$ cat src/rtl/sort_job_ctrl_pkg.sv
// rtl/sort_job_ctrl_pkg.sv - shared constants, FSM states and error codes for the sort job sequencer
package sort_job_ctrl_pkg;

    localparam int DEF_DATA_WIDTH       = 32;
    localparam int DEF_ELEMENT_NUM      = 128;
    localparam int DEF_LOG2_ELEMENT_NUM = 7;
    localparam int DEF_TIMEOUT_CYC      = 4096;
    localparam int DEF_TO_W             = 13;

    typedef enum logic [2:0] {
        ST_IDLE,
        ST_LOAD,
        ST_DRAIN,
        ST_WAIT,
        ST_ERR
    } state_t;

    typedef enum logic [1:0] {
        ERR_NONE    = 2'b00,
        ERR_TIMEOUT = 2'b01,
        ERR_HOLE    = 2'b10,
        ERR_EARLY   = 2'b11
    } err_code_t;

endpackage

$ cat src/rtl/sort_job_ctrl_if.sv
// rtl/sort_job_ctrl_if.sv - UM read port, Sorter feed stream and SM write snoop bundle
interface sort_job_ctrl_if
    import sort_job_ctrl_pkg::*;
#(
    parameter int DATA_WIDTH = DEF_DATA_WIDTH,
    parameter int ADDR_W     = DEF_LOG2_ELEMENT_NUM
);
    logic                  um_rd_en;
    logic [ADDR_W-1:0]     um_rd_addr;
    logic [DATA_WIDTH-1:0] um_rd_data;
    logic                  UM_valid;
    logic [DATA_WIDTH-1:0] UM_data;
    logic                  SM_valid;
    logic [ADDR_W-1:0]     SM_addr;
    logic                  sorter_done;

    modport master (
        output um_rd_en, um_rd_addr, UM_valid, UM_data,
        input  um_rd_data, SM_valid, SM_addr, sorter_done
    );

    modport slave (
        input  um_rd_en, um_rd_addr, UM_valid, UM_data,
        output um_rd_data, SM_valid, SM_addr, sorter_done
    );
endinterface

$ cat src/rtl/sort_job_ctrl_sm_cov_tracker.sv
// rtl/sort_job_ctrl_sm_cov_tracker.sv - SM address coverage bitmap and saturating write counter
module sort_job_ctrl_sm_cov_tracker
    import sort_job_ctrl_pkg::*;
#(
    parameter int ELEMENT_NUM      = DEF_ELEMENT_NUM,
    parameter int LOG2_ELEMENT_NUM = DEF_LOG2_ELEMENT_NUM
) (
    input  logic                        clk,
    input  logic                        rst_n,
    input  logic                        clr,
    input  logic                        en,
    input  logic                        SM_valid,
    input  logic [LOG2_ELEMENT_NUM-1:0] SM_addr,
    output logic                        all_set,
    output logic [LOG2_ELEMENT_NUM:0]   wr_cnt
);

    logic [ELEMENT_NUM-1:0] bitmap;

    // Duplicate addresses still bump the counter; only the bitmap deduplicates.
    always_ff @(posedge clk or negedge rst_n) begin
        if (!rst_n) begin
            bitmap <= '0;
            wr_cnt <= '0;
        end else if (clr) begin
            bitmap <= '0;
            wr_cnt <= '0;
        end else if (en && SM_valid) begin
            bitmap[SM_addr] <= 1'b1;
            if (wr_cnt != '1)
                wr_cnt <= wr_cnt + 1'b1;
        end
    end

    assign all_set = &bitmap;

endmodule

$ cat src/rtl/sort_job_ctrl.sv
// rtl/sort_job_ctrl.sv - sort job sequencer: UM burst into the Sorter, SM snoop, done/timeout supervision
module sort_job_ctrl
    import sort_job_ctrl_pkg::*;
#(
    parameter int DATA_WIDTH       = DEF_DATA_WIDTH,
    parameter int ELEMENT_NUM      = DEF_ELEMENT_NUM,
    parameter int LOG2_ELEMENT_NUM = DEF_LOG2_ELEMENT_NUM,
    parameter int TIMEOUT_CYC      = DEF_TIMEOUT_CYC,
    parameter int TO_W             = DEF_TO_W
) (
    input  logic                      clk_mn,
    input  logic                      rst_n,
    input  logic                      start,
    sort_job_ctrl_if.master           bus,
    output logic                      busy,
    output logic                      job_done,
    output logic                      job_err,
    output logic [1:0]                err_code,
    output logic [LOG2_ELEMENT_NUM:0] wr_cnt
);

    localparam logic [LOG2_ELEMENT_NUM-1:0] LAST_ADDR = LOG2_ELEMENT_NUM'(ELEMENT_NUM - 1);
    localparam logic [TO_W-1:0]             TO_LAST   = TO_W'(TIMEOUT_CYC - 1);

    state_t                      state, state_nx;
    err_code_t                   code_nx;
    logic [LOG2_ELEMENT_NUM-1:0] addr;
    logic [TO_W-1:0]             wd;
    logic [1:0]                  err_q;
    logic                        done_q, uv_q, jd_q;
    logic                        done_edge, accept, all_set;

    assign done_edge = bus.sorter_done & ~done_q;
    assign accept    = start && (state == ST_IDLE || state == ST_ERR);

    always_comb begin
        state_nx    = state;
        code_nx     = ERR_NONE;
        busy        = 1'b0;
        bus.um_rd_en = 1'b0;
        case (state)
            ST_IDLE, ST_ERR: begin
                if (start)
                    state_nx = ST_LOAD;
            end
            ST_LOAD: begin
                busy         = 1'b1;
                bus.um_rd_en = 1'b1;
                if (done_edge) begin
                    state_nx = ST_ERR;
                    code_nx  = ERR_EARLY;
                end else if (addr == LAST_ADDR) begin
                    state_nx = ST_DRAIN;
                end
            end
            ST_DRAIN: begin
                busy = 1'b1;
                if (done_edge) begin
                    state_nx = ST_ERR;
                    code_nx  = ERR_EARLY;
                end else begin
                    state_nx = ST_WAIT;
                end
            end
            ST_WAIT: begin
                busy = 1'b1;
                // A done edge outranks a watchdog expiry landing in the same cycle.
                if (done_edge) begin
                    if (all_set) begin
                        state_nx = ST_IDLE;
                    end else begin
                        state_nx = ST_ERR;
                        code_nx  = ERR_HOLE;
                    end
                end else if (wd == TO_LAST) begin
                    state_nx = ST_ERR;
                    code_nx  = ERR_TIMEOUT;
                end
            end
            default: state_nx = ST_IDLE;
        endcase
    end

    always_ff @(posedge clk_mn or negedge rst_n) begin
        if (!rst_n) begin
            state  <= ST_IDLE;
            addr   <= '0;
            wd     <= '0;
            err_q  <= '0;
            done_q <= 1'b0;
            uv_q   <= 1'b0;
            jd_q   <= 1'b0;
        end else begin
            state  <= state_nx;
            done_q <= bus.sorter_done;
            // An aborted load must not present one more word after leaving LOAD.
            uv_q   <= (state == ST_LOAD) && (state_nx != ST_ERR);
            jd_q   <= (state == ST_WAIT) && (state_nx == ST_IDLE);
            if (accept) begin
                addr  <= '0;
                wd    <= '0;
                err_q <= '0;
            end else begin
                if (state == ST_LOAD)
                    addr <= addr + 1'b1;
                if (state == ST_WAIT)
                    wd <= wd + 1'b1;
                if (state_nx == ST_ERR && state != ST_ERR)
                    err_q <= code_nx;
            end
        end
    end

    sort_job_ctrl_sm_cov_tracker #(
        .ELEMENT_NUM      (ELEMENT_NUM),
        .LOG2_ELEMENT_NUM (LOG2_ELEMENT_NUM)
    ) u_cov (
        .clk      (clk_mn),
        .rst_n    (rst_n),
        .clr      (accept),
        .en       (busy),
        .SM_valid (bus.SM_valid),
        .SM_addr  (bus.SM_addr),
        .all_set  (all_set),
        .wr_cnt   (wr_cnt)
    );

    assign bus.um_rd_addr = addr;
    assign bus.UM_valid   = uv_q;
    assign bus.UM_data    = uv_q ? bus.um_rd_data : '0;
    assign job_done       = jd_q;
    assign job_err        = (state == ST_ERR);
    assign err_code       = err_q;

endmodule

$ cat src/flat_wrapper.sv
// flat-port wrapper written by rule: the top's interface ports become plain ports
module sort_job_ctrl_flat import sort_job_ctrl_pkg::*;
#(
    parameter int DATA_WIDTH       = DEF_DATA_WIDTH,
    parameter int ELEMENT_NUM      = DEF_ELEMENT_NUM,
    parameter int LOG2_ELEMENT_NUM = DEF_LOG2_ELEMENT_NUM,
    parameter int TIMEOUT_CYC      = DEF_TIMEOUT_CYC,
    parameter int TO_W             = DEF_TO_W
)
  (clk_mn, rst_n, start, busy, job_done, job_err, err_code, wr_cnt, bus_um_rd_en, bus_um_rd_addr, bus_UM_valid, bus_UM_data, bus_um_rd_data, bus_SM_valid, bus_SM_addr, bus_sorter_done);
  sort_job_ctrl_if #(.DATA_WIDTH(DATA_WIDTH), .ADDR_W((7))) bus_i ();
  input  logic clk_mn;
  input  logic rst_n;
  input  logic start;
  output logic busy;
  output logic job_done;
  output logic job_err;
  output logic [1:0] err_code;
  output logic [LOG2_ELEMENT_NUM:0] wr_cnt;
  output wire logic [$bits(bus_i.um_rd_en)-1:0] bus_um_rd_en;
  output wire logic [$bits(bus_i.um_rd_addr)-1:0] bus_um_rd_addr;
  output wire logic [$bits(bus_i.UM_valid)-1:0] bus_UM_valid;
  output wire logic [$bits(bus_i.UM_data)-1:0] bus_UM_data;
  input wire logic [$bits(bus_i.um_rd_data)-1:0] bus_um_rd_data;
  input wire logic [$bits(bus_i.SM_valid)-1:0] bus_SM_valid;
  input wire logic [$bits(bus_i.SM_addr)-1:0] bus_SM_addr;
  input wire logic [$bits(bus_i.sorter_done)-1:0] bus_sorter_done;
  assign bus_um_rd_en = bus_i.um_rd_en;
  assign bus_um_rd_addr = bus_i.um_rd_addr;
  assign bus_UM_valid = bus_i.UM_valid;
  assign bus_UM_data = bus_i.UM_data;
  assign bus_i.um_rd_data = bus_um_rd_data;
  assign bus_i.SM_valid = bus_SM_valid;
  assign bus_i.SM_addr = bus_SM_addr;
  assign bus_i.sorter_done = bus_sorter_done;
  sort_job_ctrl #(.DATA_WIDTH(DATA_WIDTH), .ELEMENT_NUM(ELEMENT_NUM), .LOG2_ELEMENT_NUM(LOG2_ELEMENT_NUM), .TIMEOUT_CYC(TIMEOUT_CYC), .TO_W(TO_W)) u_core (.clk_mn(clk_mn), .rst_n(rst_n), .start(start), .bus(bus_i), .busy(busy), .job_done(job_done), .job_err(job_err), .err_code(err_code), .wr_cnt(wr_cnt));
endmodule
$ cat config.mk
export PLATFORM = sky130hd
export DESIGN_NAME = sort_job_ctrl_flat
export DESIGN_NICKNAME = d
export VERILOG_FILES = /design/src/rtl/sort_job_ctrl_pkg.sv /design/src/rtl/sort_job_ctrl_if.sv /design/src/rtl/sort_job_ctrl_sm_cov_tracker.sv /design/src/rtl/sort_job_ctrl.sv /design/src/flat_wrapper.sv
export SDC_FILE = /design/constraint.sdc
export NUM_CORES = 1
export LEC_CHECK = 0
export ABC_AREA = 1
export BUFFER_PORTS_ARGS = -buffer_cell sky130_fd_sc_hd__buf_2
export CAP_MARGIN = 20
export CORE_MARGIN = 3
export CORE_UTILIZATION = 30
export CTS_CLUSTER_DIAMETER = 200
export DETAILED_ROUTE_END_ITERATION = 12
export GPL_TIMING_DRIVEN = 0
export MAX_ROUTING_LAYER = met4
export PLACE_DENSITY = 0.46
export SLEW_MARGIN = 20
export SYNTH_ARGS = -nofsm -noshare
export SYNTH_HDL_FRONTEND = slang
export SYNTH_SLANG_ARGS = --single-unit
$ cat constraint.sdc
create_clock -name clk_mn -period 2.98 [get_ports clk_mn]
set_input_delay 0.298 -clock clk_mn [delete_from_list [all_inputs] [get_ports clk_mn]]
set_output_delay 0.298 -clock clk_mn [all_outputs]
set_load 0.01 [all_outputs]
# == Word level (Yosys, flattened, before mapping) ==
# Cells that the tools add are included.
# totals
ff_bits,164
in_bits,44
output_inout_bits,54
wordCells,75
# classes
addsub,3
order_cmp,2
n_eq_ne,10
muxes,29
bitwise,3
n_reduce_logical,19
# op_table
operator,count
two-way mux 128 bit,2
OR 128 bit,1
AND reduction 128 bit,1
two-way mux 32 bit,1
two-way mux 13 bit,2
two-way mux 8 bit,3
two-way mux 3 bit,7
two-way mux 7 bit,2
adder 13 x 1 -> 13 bit (second input constant),1
== test 13 x 12 -> 1 bit (second input constant),1
case mux 3 bit (4 select lines),1
two-way mux 2 bit,5
nonzero test 2 bit,5
adder 8 x 1 -> 8 bit (second input constant),1
less-than comparator 7 x 8 -> 1 bit (second input constant),1
inequality test 8 bit (second input constant),1
adder 7 x 1 -> 7 bit (second input constant),1
demux 1 bit (select 7 bit),1
== test 7 bit (second input constant),1
>= comparator 7 x 1 -> 1 bit (second input constant),1
== test 3 x 2 -> 1 bit (second input constant),2
== test 3 bit (second input constant),2
logical AND 1 bit,6
zero test 3 bit,2
other kinds (10),15

# == Longest topological paths before layout ==
# Gate-level depths: netlist of the first run.
# logic_depth
word_depth,8
depth_mapped,11
depth_no_buf,11

# == Modules after synthesis ==
# From an unflattened synthesis of the first run, not the netlist that was laid out.
# unflattened
cells_unflattened,880
area_unflattened_um2,7387.1
# modules_own_cells
module,n_inst,cells_each,area_per_inst_um2,seq_area_each_um2
sort_job_ctrl_sm_cov_tracker,1,635,5724.2,3403.3
sort_job_ctrl,1,245,1662.8,700.7

# == Worst setup path before layout of the first run ==
# Ideal clock, no wire load.
# synth_path
path_kind,reg2reg
start,reg u_core.u_cov.wr_cnt[0]
end,reg u_core.u_cov.wr_cnt[7]
setup_time_ps,119
arrival_ps,1409
required_ps,2861
slack_ps,1452
stages_incl_launch_ff,12
n_path_buf,0
synth_period_minus_slack_ps,1528
cell_sequence,dfrtp_1 > ha_1 > nand2_1 > inv_1 > nand4_1 > nand2_1 > nand2_2 > nand2_1 > nor2_1 > nand3_1 > nand2_1 > nor2_1
# synth_via
elab_chain_cells,4
word_cells_on_any_way,7
cone_classes,1 x add/sub; 1 x eq/ne; 3 x mux; 2 x reduce/logical
# synth_lines
item,line_no,rtl
from (decl),sort_job_ctrl_sm_cov_tracker.sv:15,output logic [LOG2_ELEMENT_NUM:0] wr_cnt
from (signal assigned),sort_job_ctrl_sm_cov_tracker.sv:31,wr_cnt <= wr_cnt + 1'b1;
adder 8 x 1 -> 8 bit,sort_job_ctrl_sm_cov_tracker.sv:31,
two-way mux 8 bit,sort_job_ctrl_sm_cov_tracker.sv:30,if (wr_cnt != '1)
two-way mux 8 bit,sort_job_ctrl_sm_cov_tracker.sv:28,end else if (en && SM_valid) begin
two-way mux 8 bit,sort_job_ctrl_sm_cov_tracker.sv:25,end else if (clr) begin
# Several ways; a longest one is shown, not always the timed one. The select of a mux whose other input is x is not followed.
# A chain may end at the register's enable or synchronous reset.

# == Final worst setup path of the first run ==
# layout_path
start,reg u_core.state[0]
end,reg u_core.u_cov.bitmap[27]
# layout_via
elab_chain_cells,5
word_cells_on_any_way,12
cone_classes,4 x eq/ne; 2 x mux; 6 x reduce/logical
# layout_lines
item,line_no,rtl
from (decl),sort_job_ctrl.sv:25,"state_t state, state_nx;"
from (signal assigned),sort_job_ctrl.sv:94,state <= state_nx;
== test 3 x 2 -> 1 bit or == test 3 x 1 -> 1 bit (tied branches),sort_job_ctrl.sv:41,case (state)
OR reduction 3 bit (no source line),-,
two-way mux 1 bit,sort_job_ctrl.sv:41,
logical AND 1 bit,sort_job_ctrl_sm_cov_tracker.sv:28,
nonzero test 2 bit (no source line),-,
to (signal assigned),sort_job_ctrl_sm_cov_tracker.sv:23,bitmap <= '0;
to (signal assigned),sort_job_ctrl_sm_cov_tracker.sv:26,bitmap <= '0;
"to (signal, indexed assignment)",sort_job_ctrl_sm_cov_tracker.sv:29,bitmap[SM_addr] <= 1'b1;
to (decl),sort_job_ctrl_sm_cov_tracker.sv:18,logic [ELEMENT_NUM-1:0] bitmap;
# Several ways; a longest one is shown, not always the timed one.

==> results of run 1 <==
-- timing repair --
item / CTS / global route
endpoints found under the setup margin: 0 / 0
resized for setup: 0 / 0
hold buffers: 2 / 0
hold endpoints to repair: 39 / 0
-- metal layers --
layer / vias up / global-route usage (%)
met2: 71 / 23.1
met4: 0 / 4.50
met5: - / -
li1: 3014 / -
met3: 14 / 2.36
met1: 2840 / 21.3
-- worst paths after layout --
| kind | to | slack [ps] | cells past startpoint |
|---|---|---|---|
| min reg2reg | u_core.u_cov.bitmap[26]$_DFFE_PN0P_ | 490 | 2 |
| max reg2reg | u_core.u_cov.bitmap[27]$_DFFE_PN0P_ | 1080 | 7 |
| max | u_core.u_cov.bitmap[27]$_DFFE_PN0P_ | 1080 | 7 |
| min in group asynchronous | u_core.u_cov.bitmap[78]$_DFFE_PN0P_ | 340 | 2 |
| max in group asynchronous | u_core.u_cov.bitmap[0]$_DFFE_PN0P_ | 1690 | 4 |
| min | u_core.state[2]$_DFF_PN0_ | 250 | 4 |
-- kinds of logic after synthesis --
kind of cell | Yosys count
simple gates | 418
buf+inv | 106
flops | 164
xor+xnor | 1
compound gates | 173
fa+ha+maj | 3
-- metrics by stage --
stage	utilization, %	worst slack (ps)
floorplan	-	1450
global route	37.5	908
detailed placement	35.0	1090
CTS	37.5	1060
global placement	34.7	-1180
finish	37.5	1080
-- registers in the layout, summed over array words and instances, names as in the netlist --
signal                 flops
u_core.done_q              1
u_core.err_code            2
u_core.job_done            1
u_core.bus.UM_valid        1
u_core.u_cov.bitmap      128
u_core.wd                 13
u_core.u_cov.wr_cnt        8
u_core.bus.um_rd_addr      7
u_core.state               3
-- power by group --
part           internal (mW)  total, mW  switching, mW
logic                  0.387       1.24          0.849
registers               2.33       2.41         0.0877
clock network           1.32       2.19          0.877
total                   4.03       5.84           1.81
-- cell usage in the layout, fill, tap and decap left out, drive strengths merged --
cell / netlist / layout
a21oi: 153 / 153
a221oi: 1 / 1
a31oi: 1 / 1
a41oi: 1 / 1
and3: 1 / 1
buf: 20 / 116
bufinv: 1 / 4
clkbuf: 12 / 35
clkinv: 1 / 2
clkinvlp: 0 / 4
dfrtp: 164 / 164
dlygate4sd3: 0 / 2
ha: 3 / 3
inv: 72 / 72
nand2: 161 / 161
nand3: 13 / 13
nand4: 6 / 6
nor2: 209 / 209
nor3: 18 / 18
nor4: 8 / 8
o21a: 1 / 1
o21ai: 15 / 15
o31ai: 1 / 1
or2: 2 / 2
xor2: 1 / 1
-- tightest hold or removal path, cell delays in order --
cell     delay, ps
buf_2          100
inv_1           80
a21oi_1         80
nand2_1         70
-- cell type report --
type                       count  share of cell area (%)
multi-input combinational    595                    31.1
timing repair buffer          98                    6.21
inverter                      74                    3.26
tap                          319                    4.46
buffer                        32                    2.68
clock buffer                  23                    5.01
sequential                   164                    45.9
clock inverter                 8                    1.44
==> results.py, run 1 <==
metrics = {
    "sta": {
        "max_slew.worst_pin.slew_ps": 604,
        "fin_skew_ps": 9.40,
        "drv_slew": 0,
        "timing.fmax_mhz": 528,
        "rsz0062_at_grt": "no",
        "holdWs_ps": 248,
        "period_share_pct": 63.6,
        "period_minus_slack_ps": 1900,
        "maxSlewHeadroom_pct": 59.6,
        "finalHoldViolCount": 0,
        "fin_tns_setup_ps": 0,
        "finalSetupViolCount": 0,
    },
    "power_and_ir_drop": {
        "power_density_nw_per_um2": 653,
        "p_leak_nw": 4.46,
        "finalPower_mw": 5.84,
        "vdd_drop_max_v": 0.000386,
    },
    "finish": {
        "num_antenna_cells": 0,
        "nFillCells": 2460,
        "layoutNonFillerInstCount": 1313,
        "drive_gt1_share_pct": 17.7,
        "regArea_um2": 4100,
        "syn_to_final_growth_pct": 20.6,
        "fin_nets": 1029,
        "multi_input_area_um2": 2780,
        "postLayoutCellArea_um2": 8950,
    },
    "floorplan": {
        "fp.dieW_um": 163,
        "initial_utilization_pct": 31.0,
        "rows": 56,
        "design.die.area_um2": 26600,
        "ios": 98,
        "design.core.area_um2": 23900,
        "die_h_um": 163,
    },
    "grt": {
        "grt_pass1_wl_mm": 31.2,
        "overflow": 0,
        "grt_antenna_before_repair": 0,
        "grt_max_degree": 66,
        "grtUsageTotal_pct": 15.3,
        "grt_pass1_vias": 5854,
    },
    "synthesis": {
        "muxShareOfSynthArea_pct": 0,
        "synth_compound_area_share_pct": 12.0,
        "yosys.area_share.simple_pct": 24.9,
        "synthAdderAreaFrac_pct": 0.506,
        "yosysSeqAreaShare_pct": 55.3,
        "netlist_top_cells_count": "nor2_1, dfrtp_1, nand2_1",
        "synth_edf_count": 0,
        "avgSynthCellArea_um2": 8.57,
        "synth_most_common_cell": "nor2_1",
        "synth-xor-area-share_pct": 0.118,
        "ys.flop_type": "dfrtp_1",
        "synth-seq-cells": 164,
        "synth_top_family_by_area": "simple AND/OR/NAND/NOR gates",
        "syn_inst": 865,
        "synth_fp_nets": 912,
        "yosysUniqueCellTypes": 36,
        "yosysWarnings": 0,
        "yosysTopAreaCellShare_pct": 55.3,
        "postSynth.asyncResetShare_pct": 100,
        "synth_top_area_cell": "dfrtp_1",
        "synthTopCellsByArea": "dfrtp_1, a21oi_1, nor2_1",
        "netlist_area_um2": 7420,
    },
    "clock_tree": {
        "cts_made_buffers": 17,
        "cts_max_path_buffers": 2,
        "post-cts-setup-buffers": 0,
        "root_buffer": "clkbuf_16",
        "cts_tree": "built",
        "htree_levels": 4,
        "clock_latency_ps": 420,
        "numClockSinks": 164,
        "clk_pin_slew_ps": 60,
    },
    "critical_path": {
        "critical_path_buf_inv_count": 4,
        "cp_slowest_cell": "dfrtp_1",
        "critical_path_peak_fanout": 10,
        "end_kind": "register",
        "crit_path_max_incr_delay_ps": 440,
        "required_ps": 3280,
        "cp-start-kind": "register",
        "crit_chain": "nor2_2 > inv_1 > nor2_1 > buf_4 > buf_2 > buf_2 > nor2_1",
        "cp_data_arrival_time_ps": 2190,
        "crit_type": "reg2reg",
        "startpoint": "u_core.state[0]$_DFF_PN0_",
        "crit_family": "buffers and inverters",
        "worstReg2RegStart": "u_core.state[0]$_DFF_PN0_",
    },
    "placement": {
        "port_buffers": 94,
        "place_inst": 1280,
        "hpwl_mm": 13.0,
        "place_area_um2": 8350,
        "place.gp.congestion": 0.750,
    },
    "min_path": {
        "hold_class": "in2reg",
        "min_from": "start",
    },
    "route": {
        "postRouteAntennaNets": 0,
        "routed-wl-met3_um": 410,
        "post-route-drc-count": 0,
        "vias_per_cell": 4.52,
        "wl_per_cell_um": 14.6,
        "wl_met1_mm": 9.51,
        "finalWirelength_mm": 19.2,
        "dr_wl_met2_mm": 9.04,
        "dr.pass1.iters": 4,
        "dr.max_layer_used": "met4",
        "drtIter0Drc": 329,
        "vias": 5939,
    },
    "flow_run": {
        "cap_viol_max_count": 0,
    },
    "status": {
        "run_status": "complete, no violations",
    },
}
Power figures use the tool's default switching activity.
==> inputs of run 2 (changes only) <==
==> constraint.sdc (replaced) <==
create_clock -name clk_mn -period 1.8 [get_ports clk_mn]
set_input_delay 0.18 -clock clk_mn [delete_from_list [all_inputs] [get_ports clk_mn]]
set_output_delay 0.18 -clock clk_mn [all_outputs]
set_load 0.01 [all_outputs]
==> results.py, run 2 (same netlist as run 1, synthesis figures left out) <==
metrics = {
    "route": {
        "post-route-drc-count": 0,
        "wl_per_cell_um": 15.0,
        "finalWirelength_mm": 20.1,
        "vias_per_cell": 4.54,
        "vias": 6058,
        "postRouteAntennaNets": 0,
        "dr.pass1.iters": 5,
        "drtIter0Drc": 421,
    },
    "finish": {
        "multi_input_area_um2": 2810,
        "top_regs": "u_core.u_cov.bitmap: 128 flops, u_core.wd: 13 flops, u_core.u_cov.wr_cnt: 8 flops",
        "layout_commonest_cell": "nor2_1",
        "drive_gt1_share_pct": 20.9,
        "regArea_um2": 4100,
        "syn_to_final_growth_pct": 23.8,
        "regMostFlops": "u_core.u_cov.bitmap",
        "largest_reg_flops": 128,
        "fin_util_pct": 38.4,
        "nFillCells": 2437,
        "num_antenna_cells": 0,
        "final_cell_mix": "nor2_1, dfrtp_1, nand2_1",
        "fin_nets": 1050,
    },
    "critical_path": {
        "cp-start-kind": "register",
        "reg2reg_slack_ps": 100,
        "cp_slowest_cell": "dfrtp_1",
        "startpoint": "u_core.state[2]$_DFF_PN0_",
        "required_ps": 1620,
        "reg2reg_depth": 9,
        "worstReg2RegStart": "u_core.state[1]$_DFF_PN0_",
        "crit_chain": "inv_2 > nand3_1 > inv_1 > buf_2",
        "crit_type": "reg2out",
        "cp_data_arrival_time_ps": 1530,
        "crit_path_max_incr_delay_ps": 420,
        "reg2reg_to": "u_core.u_cov.bitmap[114]$_DFFE_PN0P_",
        "critical_path_peak_fanout": 7,
        "end_kind": "primary output",
        "cp-endpoint": "bus_um_rd_en",
    },
    "grt": {
        "overflow": 0,
        "use_met3_pct": 2.54,
        "busiest_layer": "met2",
        "grt_pass1_wl_mm": 31.9,
        "met2_usage_pct": 23.5,
        "grt_antenna_before_repair": 0,
        "grt_max_degree": 66,
        "grt_pass1_vias": 5943,
        "grtUsageTotal_pct": 15.8,
        "grt_util_met1_pct": 22.3,
    },
    "clock_tree": {
        "cts_made_buffers": 17,
        "numClockSinks": 164,
        "clk_pin_slew_ps": 60,
        "clock_latency_ps": 420,
        "cts_max_path_buffers": 2,
        "htree_levels": 4,
        "cts_tree": "built",
        "root_buffer": "clkbuf_16",
    },
    "sta": {
        "period_minus_slack_ps": 1710,
        "period_share_pct": 95.0,
        "finalSetupViolCount": 0,
        "drv_slew": 0,
        "fin_skew_ps": 10.1,
        "finalHoldViolCount": 0,
        "rsz0062_at_grt": "yes",
        "timing.fmax_mhz": 585,
        "max_slew.worst_pin.slew_ps": 644,
        "maxSlewHeadroom_pct": 56.9,
    },
    "floorplan": {
        "design.die.area_um2": 26600,
        "die_h_um": 163,
        "ios": 98,
        "initial_utilization_pct": 31.0,
        "fp.dieW_um": 163,
        "rows": 56,
        "design.core.area_um2": 23900,
    },
    "power_and_ir_drop": {
        "vdd_drop_max_v": 0.000650,
        "p_leak_nw": 4.60,
        "finalPower_mw": 9.80,
        "power_density_nw_per_um2": 1070,
    },
    "placement": {
        "port_buffers": 94,
        "hpwl_mm": 13.0,
        "place.gp.congestion": 0.750,
    },
    "status": {
        "run_status": "complete, no violations",
    },
    "flow_run": {
        "cap_viol_max_count": 0,
    },
    "min_path": {
        "hold_class": "in2reg",
    },
}
run 2: cell types whose count changed in the layout (fill, tap and decap cells not counted), sizes merged:
cell    before  now
clkbuf      35   38
buf        116  134
run 2: layout make-up:
cell class                      count  area share [%]
Sequential cell                   164            44.7
Multi-Input combinational cell    595            30.6
Timing Repair Buffer              119            7.99
Clock buffer                       23            4.88
Tap cell                          319            4.35
Inverter                           74            3.18
Buffer                             32            2.94
Clock inverter                      8            1.40
run 2: worst min path at each step:
stage | depth (start not counted) | slack [ps] | endpoint | from
final | 4 | 130 | u_core.state[2]$_DFF_PN0_ | start
after CTS | 4 | 120 | u_core.state[2]$_DFF_PN0_ | start
after global routing | 4 | 150 | u_core.state[2]$_DFF_PN0_ | start
after floorplan | 0 | -120 | u_core.bus.UM_valid$_DFF_PN0_ | rst_n
after detailed placement | 1 | 90 | u_core.u_cov.bitmap[78]$_DFFE_PN0P_ | rst_n
after global placement | 1 | 320 | u_core.done_q$_DFF_PN0_ | bus_sorter_done
run 2: power by group:
group | total [mW] | internal, mW | switching, mW
sequential | 3.99 | 3.85 | 0.138
combinational | 2.18 | 0.740 | 1.44
clock | 3.62 | 2.18 | 1.45
total | 9.80 | 6.77 | 3.03
run 2: what timing repair did:
item | in CTS | in global routing
pin swaps | 8 | 7
gates cloned | 3 | 2
endpoints found under the setup margin | 99 | 131
hold buffers | 2 | 0
buffers inserted | 13 | 3
gates resized for setup | 4 | 38
endpoints found under the hold margin | 40 | 0
run 2: metrics by stage:
stage | TNS (ps) | hold slack (ps) | setup slack (ps) | instances | cell area, um^2
finish | 0 | 128 | 90.0 | 1334 | 9180
floorplan | 0 | -116 | 272 | 865 | 7420
global placement | -369190 | 322 | -2240 | 1278 | 8290
CTS | 0 | 119 | 6.82 | 1329 | 9070
detailed placement | -4520 | 87.0 | -93.5 | 1280 | 8350
global route | -147 | 154 | -41.6 | 1334 | 9180
run 2: per-layer routing:
| metal | wire, um | vias up |
|---|---|---|
| li1 | - | 3052 |
| met1 | 9900 | 2912 |
| met2 | 9440 | 82 |
| met3 | 519 | 12 |
| met4 | 199 | 0 |
| met5 | 0 | - |
run 2: worst max-delay path: cells and delay by family, from the launching register on:
| kind | cells | cell delay (ps) |
|---|---|---|
| and+or+nand+nor | 1 | 240 |
| DFF | 1 | 420 |
| buffers and inverters | 3 | 460 |
==> inputs of run 3 (changes only) <==
--- a/config.mk
+++ b/config.mk
@@ -9,12 +9,12 @@
 export BUFFER_PORTS_ARGS = -buffer_cell sky130_fd_sc_hd__buf_2
 export CAP_MARGIN = 20
 export CORE_MARGIN = 3
-export CORE_UTILIZATION = 30
+export CORE_UTILIZATION = 35
 export CTS_CLUSTER_DIAMETER = 200
 export DETAILED_ROUTE_END_ITERATION = 12
 export GPL_TIMING_DRIVEN = 0
 export MAX_ROUTING_LAYER = met4
-export PLACE_DENSITY = 0.46
+export PLACE_DENSITY = 0.52
 export SLEW_MARGIN = 20
 export SYNTH_ARGS = -nofsm -noshare
 export SYNTH_HDL_FRONTEND = slang
==> results.py, run 3 (same netlist as run 1, synthesis figures left out) <==
metrics = {
    "finish": {
        "drive_gt1_share_pct": 21.2,
        "top_regs": "u_core.u_cov.bitmap: 128 flops, u_core.wd: 13 flops, u_core.u_cov.wr_cnt: 8 flops",
        "regMostFlops": "u_core.u_cov.bitmap",
        "fin_util_pct": 44.2,
        "num_antenna_cells": 0,
        "syn_to_final_growth_pct": 22.1,
        "largest_reg_flops": 128,
        "layout_commonest_cell": "nor2_1",
        "final_cell_mix": "nor2_1, dfrtp_1, nand2_1",
        "fin_nets": 1043,
    },
    "sta": {
        "period_share_pct": 97.5,
        "rsz0062_at_grt": "yes",
        "maxSlewHeadroom_pct": 53.6,
        "finalSetupViolCount": 0,
        "holdWs_ps": 117,
        "fin_tns_setup_ps": 0,
        "timing.fmax_mhz": 570,
        "finalHoldViolCount": 0,
        "max_slew.worst_pin.slew_ps": 697,
        "fin_skew_ps": 13.4,
        "drv_slew": 0,
        "period_minus_slack_ps": 1760,
    },
    "floorplan": {
        "design.core.area_um2": 20500,
        "fp.dieW_um": 152,
        "die_h_um": 152,
        "ios": 98,
        "design.die.area_um2": 23000,
        "initial_utilization_pct": 36.2,
        "rows": 52,
    },
    "critical_path": {
        "cp_slowest_cell": "dfrtp_1",
        "crit_chain": "nor2_2 > nor2_4 > nand2_2 > buf_12 > nor4_4 > buf_4 > a21oi_1 > nor2_2",
        "end_kind": "register",
        "required_ps": 2160,
        "cp-start-kind": "register",
        "path_common_cell": "nor2_2",
        "crit_family": "simple AND/OR/NAND/NOR gates",
        "crit_type": "reg2reg",
        "cp_data_arrival_time_ps": 2120,
        "reg2reg_slack_ps": 40,
        "worstReg2RegStart": "u_core.state[1]$_DFF_PN0_",
        "startpoint": "u_core.state[1]$_DFF_PN0_",
        "critical_path_buf_inv_count": 2,
        "critical_path_peak_fanout": 10,
        "crit_path_max_incr_delay_ps": 440,
    },
    "grt": {
        "grtUsageTotal_pct": 17.4,
        "overflow": 0,
        "grt_pass1_wl_mm": 30.3,
        "grt_antenna_before_repair": 0,
        "grt_pass1_vias": 5668,
        "grt_max_degree": 92,
    },
    "min_path": {
        "hold_class": "in2reg",
        "min_from": "start",
    },
    "clock_tree": {
        "clock_latency_ps": 430,
        "htree_levels": 4,
        "cts_max_path_buffers": 2,
        "cts_made_buffers": 17,
        "clk_pin_slew_ps": 70,
        "cts_tree": "built",
        "numClockSinks": 164,
        "root_buffer": "clkbuf_16",
    },
    "placement": {
        "hpwl_mm": 12.3,
        "port_buffers": 94,
        "place.gp.congestion": 0.766,
    },
    "power_and_ir_drop": {
        "p_leak_nw": 4.61,
        "power_density_nw_per_um2": 1080,
        "finalPower_mw": 9.75,
        "vdd_drop_max_v": 0.000679,
    },
    "route": {
        "dr.pass1.iters": 5,
        "vias": 5984,
        "post-route-drc-count": 0,
        "vias_per_cell": 4.68,
        "postRouteAntennaNets": 0,
        "drtIter0Drc": 420,
        "wl_per_cell_um": 15.1,
        "finalWirelength_mm": 19.4,
    },
    "flow_run": {
        "cap_viol_max_count": 0,
    },
    "status": {
        "run_status": "complete, no violations",
    },
}
## run 3: final timing paths
| kind | end | cells past startpoint |
|---|---|---|
| max | u_core.u_cov.bitmap[47]$_DFFE_PN0P_ | 8 |
| min | u_core.state[2]$_DFF_PN0_ | 4 |
| max reg2reg | u_core.u_cov.bitmap[47]$_DFFE_PN0P_ | 8 |
| min reg2reg | u_core.u_cov.bitmap[15]$_DFFE_PN0P_ | 2 |
| max in group asynchronous | u_core.wd[12]$_DFFE_PN0P_ | 3 |
| min in group asynchronous | u_core.u_cov.bitmap[111]$_DFFE_PN0P_ | 2 |
## run 3: per-layer routing
layer | up-vias | share of wire, % | track usage (%)
met5 | - | 0 | -
met4 | 0 | 0.93 | 3.91
met3 | 17 | 2.9 | 3.60
met2 | 78 | 46 | 24.4
met1 | 2852 | 50 | 26.0
li1 | 3037 | - | -
## run 3: final cells by class
cell class,instances,area [um^2]
Buffer,32,270
Clock buffer,18,439
Clock inverter,14,155
Fill cell,2058,11400
Inverter,74,292
Multi-Input combinational cell,595,2830
Sequential cell,164,4110
Tap cell,270,338
Timing Repair Buffer,112,636
## run 3: report_power, final
group	internal, mW	leakage, nW	switching [mW]
logic	0.698	2.05	1.41
clock network	2.09	0.286	1.56
registers	3.85	2.27	0.146
total	6.64	4.61	3.11
## run 3: what timing repair did
| item | in CTS | in global routing |
|---|---|---|
| cloned | 0 | 4 |
| pin swaps | 7 | 8 |
| buffers inserted | 8 | 3 |
| endpoints found under the hold margin | 91 | 0 |
| hold buffers | 2 | 0 |
| resized for setup | 4 | 36 |
| setup endpoints to repair | 81 | 137 |
## run 3: worst register-to-register path: cells and delay by family, from the launching register on
kind / cells / cell delay, ps
flip-flops: 1 / 440
AO/OA/AOI/OAI: 1 / 90
buffers and inverters: 2 / 440
AND/OR/NAND/NOR: 5 / 710
## run 3: stage by stage
stage	instances	setup slack, ps	area (um^2)
after floorplan	865	272	7420
after global placement	1229	-2140	8230
after detailed placement	1230	-70.2	8260
after CTS	1272	11.7	8950
after global routing	1279	-12.1	9060
final	1279	45.0	9060
